**src/rtl/image_buffer_writer_if.sv**
```systemverilog
// rtl/image_buffer_writer_if.sv - pixel stream, BRAM write port and reader handoff signals
interface image_buffer_writer_if #(
    parameter int PIXEL_SIZE = 8
);
    logic [PIXEL_SIZE-1:0] pixel_i;
    logic                  pixel_valid_i;
    logic                  stall_o;
    logic [31:0]           bram_address;
    logic [31:0]           bram_wdata;
    logic [3:0]            bram_we;
    logic                  start;
    logic                  image_done;
    logic                  overflow_err;

    modport slave (
        input  pixel_i, pixel_valid_i, image_done,
        output stall_o, bram_address, bram_wdata, bram_we, start, overflow_err
    );

    modport master (
        output pixel_i, pixel_valid_i, image_done,
        input  stall_o, bram_address, bram_wdata, bram_we, start, overflow_err
    );
endinterface

```
**src/rtl/image_buffer_writer.sv**
```systemverilog
// rtl/image_buffer_writer.sv - ping-pong image BRAM writer with reader start/done handoff
module image_buffer_writer #(
    parameter int          PIXEL_SIZE = 8,
    parameter int          NUM_PIXELS = 784,
    parameter logic [31:0] BASE_ADDR1 = 32'hB000_0000,
    parameter logic [31:0] BASE_ADDR2 = 32'hB000_1000
) (
    input  logic                   clk,
    input  logic                   reset,
    image_buffer_writer_if.slave   bus
);
    typedef enum logic [1:0] {H_IDLE, H_START, H_BUSY} h_state_t;

    localparam logic [9:0] LAST_IDX = 10'(NUM_PIXELS - 1);

    h_state_t    r_state;
    h_state_t    w_next_state;
    logic        r_wr_buf;
    logic        r_rd_buf;
    logic [9:0]  r_pixel_count;
    logic [1:0]  r_full;
    logic        r_overflow;
    logic [31:0] r_addr;
    logic [31:0] r_wdata;
    logic [3:0]  r_we;

    logic        w_stall;
    logic        w_accept;
    logic        w_last;
    logic        w_done;
    logic [1:0]  w_set_full;
    logic [1:0]  w_clr_full;

    assign w_stall  = r_full[r_wr_buf];
    assign w_accept = bus.pixel_valid_i & ~w_stall;
    assign w_last   = w_accept & (r_pixel_count == LAST_IDX);
    assign w_done   = (r_state == H_BUSY) & bus.image_done;

    // Set and clear always target different buffers, so a plain OR/AND-NOT merge is safe.
    assign w_set_full = w_last ? (r_wr_buf ? 2'b10 : 2'b01) : 2'b00;
    assign w_clr_full = w_done ? (r_rd_buf ? 2'b10 : 2'b01) : 2'b00;

    assign bus.stall_o      = w_stall;
    assign bus.bram_address = r_addr;
    assign bus.bram_wdata   = r_wdata;
    assign bus.bram_we      = r_we;
    assign bus.overflow_err = r_overflow;

    always_ff @(posedge clk or posedge reset) begin
        if (reset) begin
            r_wr_buf      <= 1'b0;
            r_rd_buf      <= 1'b0;
            r_pixel_count <= 10'd0;
            r_full        <= 2'b00;
            r_overflow    <= 1'b0;
            r_addr        <= 32'h0;
            r_wdata       <= 32'h0;
            r_we          <= 4'h0;
        end else begin
            r_we   <= w_accept ? 4'hF : 4'h0;
            r_full <= (r_full | w_set_full) & ~w_clr_full;
            if (w_accept) begin
                r_addr        <= (r_wr_buf ? BASE_ADDR2 : BASE_ADDR1) + {20'b0, r_pixel_count, 2'b00};
                r_wdata       <= 32'(bus.pixel_i);
                r_pixel_count <= w_last ? 10'd0 : r_pixel_count + 10'd1;
            end
            if (w_last) begin
                r_wr_buf <= ~r_wr_buf;
            end
            if (w_done) begin
                r_rd_buf <= ~r_rd_buf;
            end
            if (bus.pixel_valid_i & w_stall) begin
                r_overflow <= 1'b1;
            end
        end
    end

    always_ff @(posedge clk or posedge reset) begin
        if (reset) begin
            r_state <= H_IDLE;
        end else begin
            r_state <= w_next_state;
        end
    end

    // The last-pixel bypass lets start coincide with the final BRAM write.
    always_comb begin
        w_next_state = r_state;
        case (r_state)
            H_IDLE: begin
                if (r_full[r_rd_buf] | (w_last & (r_wr_buf == r_rd_buf))) begin
                    w_next_state = H_START;
                end
            end
            H_START: w_next_state = H_BUSY;
            H_BUSY: begin
                if (bus.image_done) begin
                    w_next_state = H_IDLE;
                end
            end
            default: w_next_state = H_IDLE;
        endcase
    end

    always_comb begin
        bus.start = 1'b0;
        if (r_state == H_START) begin
            bus.start = 1'b1;
        end
    end
endmodule

```
**src/flat_wrapper.sv**
```systemverilog
// flat-port wrapper written by rule: the top's interface ports become plain ports
module image_buffer_writer_flat 
#(
    parameter int          PIXEL_SIZE = 8,
    parameter int          NUM_PIXELS = 784,
    parameter logic [31:0] BASE_ADDR1 = 32'hB000_0000,
    parameter logic [31:0] BASE_ADDR2 = 32'hB000_1000
)
  (clk, reset, bus_pixel_i, bus_pixel_valid_i, bus_image_done, bus_stall_o, bus_bram_address, bus_bram_wdata, bus_bram_we, bus_start, bus_overflow_err);
  image_buffer_writer_if #(.PIXEL_SIZE(PIXEL_SIZE)) bus_i ();
  input  logic clk;
  input  logic reset;
  input wire logic [$bits(bus_i.pixel_i)-1:0] bus_pixel_i;
  input wire logic [$bits(bus_i.pixel_valid_i)-1:0] bus_pixel_valid_i;
  input wire logic [$bits(bus_i.image_done)-1:0] bus_image_done;
  output wire logic [$bits(bus_i.stall_o)-1:0] bus_stall_o;
  output wire logic [$bits(bus_i.bram_address)-1:0] bus_bram_address;
  output wire logic [$bits(bus_i.bram_wdata)-1:0] bus_bram_wdata;
  output wire logic [$bits(bus_i.bram_we)-1:0] bus_bram_we;
  output wire logic [$bits(bus_i.start)-1:0] bus_start;
  output wire logic [$bits(bus_i.overflow_err)-1:0] bus_overflow_err;
  assign bus_i.pixel_i = bus_pixel_i;
  assign bus_i.pixel_valid_i = bus_pixel_valid_i;
  assign bus_i.image_done = bus_image_done;
  assign bus_stall_o = bus_i.stall_o;
  assign bus_bram_address = bus_i.bram_address;
  assign bus_bram_wdata = bus_i.bram_wdata;
  assign bus_bram_we = bus_i.bram_we;
  assign bus_start = bus_i.start;
  assign bus_overflow_err = bus_i.overflow_err;
  image_buffer_writer #(.PIXEL_SIZE(PIXEL_SIZE), .NUM_PIXELS(NUM_PIXELS), .BASE_ADDR1(BASE_ADDR1), .BASE_ADDR2(BASE_ADDR2)) u_core (.clk(clk), .reset(reset), .bus(bus_i));
endmodule
```
**config.mk**
```make
export PLATFORM = sky130hd
export DESIGN_NAME = image_buffer_writer_flat
export DESIGN_NICKNAME = d
export VERILOG_FILES = /design/src/rtl/image_buffer_writer_if.sv /design/src/rtl/image_buffer_writer.sv /design/src/flat_wrapper.sv
export SDC_FILE = /design/constraint.sdc
export NUM_CORES = 1
export LEC_CHECK = 0
export CAP_MARGIN = 20
export CORE_MARGIN = 2
export CORE_UTILIZATION = 30
export DETAILED_ROUTE_END_ITERATION = 10
export MAX_ROUTING_LAYER = met4
export PLACE_DENSITY = 0.65
export SLEW_MARGIN = 20
export SYNTH_ARGS = -nofsm -noshare
export SYNTH_HDL_FRONTEND = slang
export SYNTH_SLANG_ARGS = --single-unit
```
**constraint.sdc**
```tcl
create_clock -name clk -period 1.6 [get_ports clk]
set_input_delay 0.16 -clock clk [delete_from_list [all_inputs] [get_ports clk]]
set_output_delay 0.16 -clock clk [all_outputs]
set_load 0.02 [all_outputs]
```
# After elaboration in Yosys (flattened, before gate mapping)
# Index checks and enable logic that the tools add are counted.
# W data, S select, Z words.
# classes
muxes	15
add_sub_neg	2
bitwise_logic	12
n_lt_le_gt_ge	2
eq_ne	6
reduce_logical	2
# ops
operator	n
$add A32 B12 Y32	1
$mux W13	1
$mux W2	6
$add A10 B1 Y10 const B	1
$eq A10 B10 Y1 const B	1
$mux W10	1
$pmux W2 S3	1
$and A1 B1 Y1	5
$mux W1	5
$lt A1 B2 Y1 const B	2
$mux W4	1
$not A1 Y1	3
$and A2 B2 Y2	1
$eq A2 B1 Y1 const B	1
$eq A2 B2 Y1 const B	1
$logic_not A2 Y1	1
$ne A2 B1 Y1 const B	1
$ne A2 B2 Y1 const B	1
$not A2 Y2	1
$or A2 B2 Y2	1
$reduce_and A2 Y1	1
$eq A1 B1 Y1	1
$or A1 B1 Y1	1
# word_totals
wordCells	48
register_bits	61
output_inout_bits	71

# Logic depth before layout (Yosys ltp)
# depth
ltp_word	9
depth_mapped	6
depth_no_buf	5

# Least setup slack after synthesis
# No wires, ideal clock.
# synth_timing
kind	register -> register
from	reg u_core.r_wr_buf
to	reg u_core.r_pixel_count[0]
path_stages_with_launch	6
n_path_buf	0
setup_ps	118
period_less_slack_ps	1553
t_required_ps	1482
slack_ps	47
arrival_time_ps	1435
cell_sequence	dfrtp_1 > mux2i_4 > inv_2 > nor4b_4 > nor3_1 > a21o_1
# synth_via
elab_chain_len	6
# synth_lines
element	line_no	rtl
start: declaration	image_buffer_writer.sv:18	logic r_wr_buf;
start signal: assignment	image_buffer_writer.sv:68	r_wr_buf <= ~r_wr_buf;
$mux W1 (implied by the code) (*) (2 in series)	image_buffer_writer.sv:34	assign w_stall = r_full[r_wr_buf];
via bus_stall_o	flat_wrapper.sv:16	output wire logic [$bits(bus_i.stall_o)-1:0] bus_stall_o;
$not A1 Y1 (*)	image_buffer_writer.sv:35	assign w_accept = bus.pixel_valid_i & ~w_stall;
$and A1 B1 Y1 (*)	image_buffer_writer.sv:35	
$and A1 B1 Y1	image_buffer_writer.sv:36	assign w_last = w_accept & (r_pixel_count == LAST_IDX);
$mux W10	image_buffer_writer.sv:65	r_pixel_count <= w_last ? 10'd0 : r_pixel_count + 10'd1;
end signal: assignment	image_buffer_writer.sv:65	
end: declaration	image_buffer_writer.sv:20	logic [9:0] r_pixel_count;
# Mark *: on every way through the listed nets, which the timed path passes. The rest lies on a longest branch. The select of a mux whose other input is x is not followed.
# A chain may end at the register's enable or synchronous reset.

# Worst setup path in the final report
# layout_timing
from	reg u_core.r_wr_buf
to	out bus_stall_o
# layout_via
elab_chain_len	2
# layout_lines
element	line_no
$mux W1 (implied by the code) (2 in series)	image_buffer_writer.sv:34
end: declaration	flat_wrapper.sv:16
# No other way between the ends. The select of a mux whose other input is x is not followed.

==> reports/results.ini <==
[status]
status = finished clean

[finish]
fin_cells = 334
nFillCells = 637
utilization = 0.395
drive_gt1_frac = 0.136
area_growth_pct = 27.9
stdcell_area_mm2 = 0.00251
multiInputGateArea_um2 = 818
antenna_cells = 0
ff_latch_area_um2 = 952
nNetsFinal = 269

[global_route]
antenna_found_initial = 0
grt_first_pass_wirelength_um = 5980
grt_usage = 0.108
grt_pass1_vias = 1216
grt-ovfl-total = 0
grt_max_degree = 39

[logic_synthesis]
synth_edf_count = 0
yosysMostFrequentCell = nand2_1
yosysTopAreaCellShare = 0.485
yosysTopAreaCell = dfrtp_1
synth-seq-area-share = 0.485
ys_types = 35
synth_common_cells = nand2_1, buf_4, dfrtp_1, xnor2_1, inv_1
syn_area_per_cell_um2 = 9.57
netlist_instances = 205
async_reset_ff_frac = 1.00
syn-cell-area_mm2 = 0.00196
yosys_warnings = 0
synthTopCellsByArea = dfrtp_1, buf_4, nand2_1
ys.flop_type = dfrtp_1
synth.ff_latch_count = 38

[critical_path]
worstSetupPathType = flop to output pin
crit_required_ns = 1.44
critPathArrivalTime_ns = 1.37
cpLargestDelayFamily = flip-flops
path_max_fanout = 4
cp-end-kind = output pin
path_cells = mux2i_4 > inv_2 > clkdlybuf4s15_1
path_buf_inv = 2
r2r_cells = 5
cpPeakStageDelay_ns = 0.42
rrSetupSlack_ns = 0.09
r2r-start = u_core.r_wr_buf$_DFFE_PP0N_
crit_path_top_delay_cell = dfrtp_2
critPathLaunchType = flop
r2r-end = u_core.r_wr_buf$_DFFE_PP0N_

[drt]
drtIter0Drc = 58
remaining_drc_errors = 0
dr_total_vias = 1390
viasPerCell = 4.16
routed_wl_um = 3680
antenna_left = 0
first_pass_iters = 4
wl_per_cell_um = 11.0

[power]
power_density_mw_per_mm2 = 1030
vdd_drop_max_v = 0.000465
cellLeakagePower_uw = 0.00124

[clocking]
cts_buffers = 5
clock_path_buffers = 2
htreeDepth = 2
hold_buffers = 0
clk_latency_ns = 0.29
cts_tree = yes
root_buffer = clkbuf_8
clkSlewWorstSetupHoldPaths_ns = 0.08
cts_sinks = 38

[floorplanning]
die_x_um = 84.9
dieArea_mm2 = 0.00720
ioPinCount = 83
num_rows = 29
start_util = 0.309
fp.coreArea_mm2 = 0.00635
die_y_um = 84.9

[placed_design]
gp_congestion = 0.719
io_buffers = 40
placed_cells = 325
dpl.hpwl_um = 2670
place_area_mm2 = 0.00235
post-place-ws_ns = -0.0733

[sta]
fin_ws_ns = 0.0733
finalSetupViolations = 0
fmax_ghz = 0.655
final_max_slew_viol_count = 0
fin_crit_sh = 0.954
hold_violations = 0
skew_ns = 0.0105
tns_ns = 0
final.min_clock_period_ns = 1.53

[flow_run]
drv_cap = 0

[min_path]
hp-class = primary input to async pin

[cells by family (layout without fill, tap and decap cells)]
kind of cell,Yosys count,after routing,share of synthesized area
fa+ha+maj,1,1,0.00638
buf+inv,58,69,0.203
other cells,1,42,0.00191
xor+xnor,8,8,0.0357
compound gates,16,16,0.0555
flops,38,38,0.485
simple gates,82,82,0.202
mux,1,1,0.0115
[worst max-delay path by stage]
| stage | startpoint | to | slack (ns) | cells past startpoint |
|---|---|---|---|---|
| after floorplan | u_core.r_wr_buf$_DFFE_PP0N_ | u_core.r_pixel_count[0]$_DFFE_PP0P_ | 0.05 | 5 |
| after CTS | u_core.r_pixel_count[0]$_DFFE_PP0P_ | u_core.r_state[0]$_DFFE_PP0P_ | 0.02 | 5 |
| after global routing | u_core.r_pixel_count[0]$_DFFE_PP0P_ | u_core.r_wr_buf$_DFFE_PP0N_ | -0.005 | 6 |
| final | u_core.r_wr_buf$_DFFE_PP0N_ | bus_stall_o | 0.07 | 3 |
| after detailed placement | u_core.r_pixel_count[1]$_DFFE_PP0P_ | u_core.r_state[0]$_DFFE_PP0P_ | -0.07 | 5 |
| after global placement | bus_pixel_valid_i | u_core.r_wr_buf$_DFFE_PP0N_ | 0.07 | 5 |
[sequential cells by signal (all words and copies together) (netlist names)]
signal and cells:
u_core.bus.overflow_err 1, u_core.r_full 2, u_core.r_state 2, u_core.r_wr_buf 1
u_core.bus.bram_wdata 8, u_core.r_rd_buf 1, u_core.bus.bram_we 1, u_core.r_pixel_count 10
u_core.bus.bram_address 12
[metrics by stage]
stage	power, µW	hold WS (ns)
6_report	2580	0.226
3_3_place_gp	1870	0.444
5_1_grt	2750	0.265
3_5_place_dp	1880	0.447
4_1_cts	2590	0.232
2_1_floorplan	1650	0.265
[cell usage in the layout (no fill, tap or decap), types with 2 or more instances in the layout]
cell type         n
nand4_1           3
and3_1            3
buf_4            12
clkdlybuf4s50_1  38
o21ai_0           4
nand2_1          56
dfrtp_1          37
a31oi_1           2
xor2_1            2
inv_2             2
nor2b_1           2
conb_1           42
inv_1             5
xnor2_1           6
nand3_1           3
a21o_1            3
and2_1            2
clkbuf_8          6
nor2_1            4
nand3b_1          2
[worst reg2reg max path: stages (launching register included)]
cell and delay (ns):
dfrtp_2 0.42, mux2i_4 0.28, inv_2 0.09, nor4b_4 0.37, buf_4 0.18, xnor2_1 0.10
[layer usage]
layer	track usage	wire [µm]	up-vias	part of all wire
li1	-	-	669	-
met2	0.157	1650	68	0.45
met1	0.145	1670	648	0.45
met3	0.0379	325	5	0.088
met4	0.0260	33	0	0.0090
met5	-	0	-	0
[cell type report]
cell class,count,area share
Timing Repair Buffer,54,0.207
Tap cell,77,0.0384
Sequential cell,38,0.380
Clock inverter,2,0.00499
Clock buffer,6,0.0329
Multi-Input combinational cell,150,0.326
Inverter,7,0.0105
[what timing repair did]
action | in CTS | in global routing
gates resized for setup | 4 | 8
setup buffers | 1 | 0
setup endpoints to repair | 3 | 7
pin swaps | 1 | 2
endpoints found under the hold margin | 0 | 0
[where the power goes]
part	internal [µW]	switching [µW]
Sequential	1090	106
Combinational	316	387
Clock	346	338
Total	1750	830
(Power assumes the default switching activity.)
